### src/rtl/rr_req_arbiter.sv
// Eight-way round-robin arbiter: registered one-hot grant, binary grant index, grant hold.
// Optional owner hold limit with forced release is enabled by defining HOLD_TIMEOUT_EN.
module rr_req_arbiter #(
   parameter int unsigned N_REQ    = 8,
   parameter int unsigned MAX_HOLD = 16
) (
   input  logic                     clk,
   input  logic                     rst,
   input  logic [N_REQ-1:0]         req,
   output logic [N_REQ-1:0]         grant,
   output logic [$clog2(N_REQ)-1:0] grant_id,
   output logic                     grant_valid,
   output logic                     preempt
);

   localparam int unsigned IW = $clog2(N_REQ);

`ifdef HOLD_TIMEOUT_EN
   localparam bit TIMEOUT_EN = 1'b1;
`else
   localparam bit TIMEOUT_EN = 1'b0;
`endif

   typedef enum logic {IDLE, OWN} state_t;

   state_t           state, state_n;
   logic [IW-1:0]    ptr, ptr_n;
   logic [7:0]       hold_cnt, hold_cnt_n;
   logic [N_REQ-1:0] grant_n;
   logic [IW-1:0]    grant_id_n;
   logic             grant_valid_n, preempt_n;

   logic [N_REQ-1:0] cand;
   logic             win_found;
   logic [IW-1:0]    win_id;
   logic             take;

   // The owner is always masked out of the candidate set; every path that uses the
   // winner is a re-arbitration that must exclude the current owner.
   always_comb begin
      cand = req;
      if (state == OWN) cand[grant_id] = 1'b0;
   end

   always_comb begin
      win_found = 1'b0;
      win_id    = '0;
      for (int unsigned i = 0; i < N_REQ; i++) begin
         if (!win_found && cand[IW'((32'(ptr) + i) % N_REQ)]) begin
            win_found = 1'b1;
            win_id    = IW'((32'(ptr) + i) % N_REQ);
         end
      end
   end

   always_comb begin
      state_n       = state;
      ptr_n         = ptr;
      hold_cnt_n    = hold_cnt;
      grant_n       = grant;
      grant_id_n    = grant_id;
      grant_valid_n = grant_valid;
      preempt_n     = 1'b0;
      take          = 1'b0;

      case (state)
         IDLE: take = win_found;
         OWN: begin
            if (!req[grant_id]) begin
               if (win_found) begin
                  take = 1'b1;
               end else begin
                  state_n       = IDLE;
                  grant_n       = '0;
                  grant_id_n    = '0;
                  grant_valid_n = 1'b0;
               end
            end else if (TIMEOUT_EN && hold_cnt == 8'(MAX_HOLD - 1)) begin
               if (win_found) begin
                  take      = 1'b1;
                  preempt_n = 1'b1;
               end else begin
                  hold_cnt_n = '0;
               end
            end else if (hold_cnt != '1) begin
               hold_cnt_n = hold_cnt + 8'd1;
            end
         end
         default: state_n = IDLE;
      endcase

      if (take) begin
         state_n         = OWN;
         grant_n         = '0;
         grant_n[win_id] = 1'b1;
         grant_id_n      = win_id;
         grant_valid_n   = 1'b1;
         ptr_n           = (win_id == IW'(N_REQ - 1)) ? '0 : win_id + 1'b1;
         hold_cnt_n      = '0;
      end
   end

   always_ff @(posedge clk) begin
      if (rst) begin
         state       <= IDLE;
         ptr         <= '0;
         hold_cnt    <= '0;
         grant       <= '0;
         grant_id    <= '0;
         grant_valid <= 1'b0;
         preempt     <= 1'b0;
      end else begin
         state       <= state_n;
         ptr         <= ptr_n;
         hold_cnt    <= hold_cnt_n;
         grant       <= grant_n;
         grant_id    <= grant_id_n;
         grant_valid <= grant_valid_n;
         preempt     <= preempt_n;
      end
   end

endmodule

### config.mk
export PLATFORM = sky130hd
export DESIGN_NAME = rr_req_arbiter
export DESIGN_NICKNAME = d
export VERILOG_FILES = /design/src/rtl/rr_req_arbiter.sv
export SDC_FILE = /design/constraint.sdc
export NUM_CORES = 1
export LEC_CHECK = 0
export CAP_MARGIN = 5
export CELL_PAD_IN_SITES_DETAIL_PLACEMENT = 1
export CELL_PAD_IN_SITES_GLOBAL_PLACEMENT = 1
export CORE_MARGIN = 2
export CORE_UTILIZATION = 42
export CTS_CLUSTER_DIAMETER = 100
export DETAILED_ROUTE_END_ITERATION = 10
export GPL_ROUTABILITY_DRIVEN = 1
export PLACE_DENSITY = 0.77
export SLEW_MARGIN = 20
export SYNTH_ARGS = -nofsm -noshare
export SYNTH_HDL_FRONTEND = slang
export SYNTH_SLANG_ARGS = --single-unit
export TNS_END_PERCENT = 10
### constraint.sdc
create_clock -name clk -period 5.4 [get_ports clk]
set_input_delay 1.35 -clock clk [delete_from_list [all_inputs] [get_ports clk]]
set_output_delay 1.35 -clock clk [all_outputs]
set_load 0.02 [all_outputs]
==> reports/qor.yml <==
post-dp-hpwl_um: 5943
synth_cell_types: 74
fin_util_pct: 48.90
synth_flop_cell: "dfxtp_1"
dieHeight_um: 76.84
synth-seq-cells: 16
start_util_pct: 43.63
portBuffers: 21
p_comb_share_pct: 79.8
root_buffer: "clkbuf_8"
hold_buffers: 0
num_rows: 26
dr_wl_met3_um: 484
ys_warn_count: 0
seq_power_share_pct: 13.6
async_flop_share_pct: 0
tightest_slew_ns: 0.8693
endpoint_kind: "flop"
grt_max_degree: 22
grt_overflow: 0
p_sw_share_pct: 55.79
insertedDiodeCount: 0
antenna_found_initial: 0
finalSetupViolCount: 0
power_density_nw_per_um2: 647.5
post_drt_wl_per_cell_um: 21.06
die_area_um2: 5904
synthesis.area_um2: 2228
yosysSeqAreaShare_pct: 14.37
regArea_um2: 320.3
firstDrtPassIters: 5
drt_iter0_drc: 179
fillers: 667
coreArea_um2: 5107
wl_met2_um: 3759
worst_slew_margin_rel_pct: 41.63
htree_levels: 1
route.detailed.drc: 0
dpl_cell_area_um2: 2442
top_layer_used: "met4"
final_nets: 323
whs_ns: 0.4513
crit_fanout: 10
cts_resized: 0
slew_violations: 0
avgViaCountPerCell: 6.825
status: "finished, final reports clean"
final_area_um2: 2497
place.gp.congestion: 0.9616
finalHoldViolCount: 0
leakagePower_nw: 0.8893
cap_violations: 0
synth_edf_count: 0
setup-tns-final_ns: 0
path_class: "in -> reg"
timing.final.crit_share_pct: 87.22
drive_gt1_share_pct: 9.416
clk_path_buf_depth: 2
min_period_ns: 4.710
cts_setup_buffers: 0
vias: 2580
clock-skew-final_ns: 0.002058
r2r_slack_ns: 0.95
area_delta_synth_final_pct: 12.07
path_clk_slew_ns: 0.06
p_switching_mw: 0.9021
grt_pass1_vias: 2503
wirelength_um: 7962
min_path_type: "reg -> reg"
rsz0062_at_grt: "false"
wl_met1_um: 3517
pwr-share-clk_pct: 6.6
grt_pass1_wl_um: 13190
fp.dieW_um: 76.84
boundaryPins: 23
setup_slack_ns: 0.6903
internal_power_mw: 0.7150
cp-start-kind: "input pin"
cts_buffers: 3
postSynthCellCount: 300
grt.total_usage_pct: 27.37
syn_avg_cell_area_um2: 7.428
pre_cts_slack_ns: 0.5247
cts_sinks: 16
multi_input_area_um2: 1742
cp.arrival_ns: 4.89
fmax_mhz: 212.3
ant_nets: 0
vdd_drop_max_mv: 0.3421
cts_tree: "done"
synthesis.nets: 314
cp.required_ns: 5.58
clock_latency_ns: 0.25
[final timing paths]
check,from,end,cells after the start
worst max register to register,ptr[0]$_SDFFE_PP0P_,ptr[0]$_SDFFE_PP0P_,14
worst min-delay path,grant[0]$_SDFFE_PP0P_,grant[0]$_SDFFE_PP0P_,2
worst max-delay path,req[6],ptr[0]$_SDFFE_PP0P_,12
worst min register to register,grant[0]$_SDFFE_PP0P_,grant[0]$_SDFFE_PP0P_,2
[registers in the layout (all words and copies together), names as in the netlist]
register     count
ptr              3
state            1
grant_id         3
grant            8
grant_valid      1
[synthesized netlist by cell type (3+ instances only)]
master	n	area share (%)
dfxtp_1	16	14
nand4_1	5	1.4
nand2_1	38	6.4
o32ai_1	8	3.1
a21oi_1	10	2.2
nor4_1	3	0.84
and2_1	3	0.84
nand2b_1	14	3.9
a31oi_1	9	2.5
o221ai_1	3	1.2
o31ai_1	3	1.0
nor2b_1	6	1.7
buf_2	4	0.90
o211ai_1	11	3.7
o22ai_1	3	0.84
o21ai_0	16	3.6
o21ai_1	4	0.90
and3_1	4	1.1
a32o_1	4	1.8
clkbuf_1	10	1.7
nor3_1	6	1.3
nor2_1	15	2.5
ha_1	4	2.2
o31a_1	3	1.2
and4_1	3	1.2
inv_1	10	1.7
mux2i_1	4	1.8
nand3_1	13	2.9
mux4_2	3	3.0
buf_4	3	1.0
a32oi_1	5	2.0
buf_6	3	1.5
[cell usage in the layout, fill, tap and decap left out, types with 5 or more instances in the layout]
cell,Yosys,routed
nor2b_1,6,6
clkdlybuf4s50_1,0,21
nand3_1,13,13
nor3_1,6,6
a31oi_1,9,9
dfxtp_1,16,16
o211ai_1,11,11
nand2_1,38,38
a32oi_1,5,5
a21oi_1,10,10
nor2_1,15,15
buf_4,3,5
o21ai_0,16,16
o32ai_1,8,8
nand2b_1,14,14
inv_1,10,10
nand4_1,5,5
[power by group through the flow]
stage          clock (mW)  sequential (mW)  combinational (mW)
6_report            0.107            0.220                1.29
3_5_place_dp            0            0.220                1.26
4_1_cts             0.110            0.218                1.27
2_1_floorplan           0            0.210               0.927
5_1_grt             0.117            0.229                1.40
3_3_place_gp            0            0.219                1.24
[layout make-up]
cell class,count,share of cell area (%)
Clock buffer,4,2.204
Inverter,12,1.804
Multi-Input combinational cell,250,69.74
Sequential cell,16,12.83
Tap cell,70,3.507
Timing Repair Buffer,26,9.920
[layer usage]
layer | vias up | global-route usage [%]
met4 | 0 | 9.273
li1 | 1192 | -
met3 | 19 | 3.412
met2 | 113 | 45.96
met5 | - | 0
met1 | 1256 | 36.06
[per-stage QoR]
step           cells  total power [mW]
2_1_floorplan    300             1.137
3_3_place_gp     374             1.458
3_5_place_dp     374             1.479
4_1_cts          378             1.595
5_1_grt          378             1.745
6_report         378             1.617
[cell families (layout without fill, tap and decap cells)]
logic type | Yosys count | count (layout) | synth area share, %
AO/OA/AOI/OAI | 101 | 101 | 33.63
XOR/XNOR | 4 | 4 | 1.572
adder cells (fa/ha/maj) | 4 | 4 | 2.246
buffers and inverters | 34 | 42 | 7.468
flip-flops | 16 | 16 | 14.37
multiplexers | 9 | 9 | 5.839
other | 1 | 1 | 0.1683
AND/OR/NAND/NOR | 131 | 131 | 34.70
[worst max-delay path, stage by stage]
cell and delay (ns):
clkdlybuf4s50_1 0.63, nor2b_1 0.24, a32o_1 0.24, and3_1 0.18, a311o_1 0.32, or4_4 0.53, nand2b_1 0.19, o22ai_1 0.50
inv_1 0.12, ha_1 0.22, o31a_1 0.29, nor2_1 0.09
Note: power is estimated with default switching activity, not from simulation.
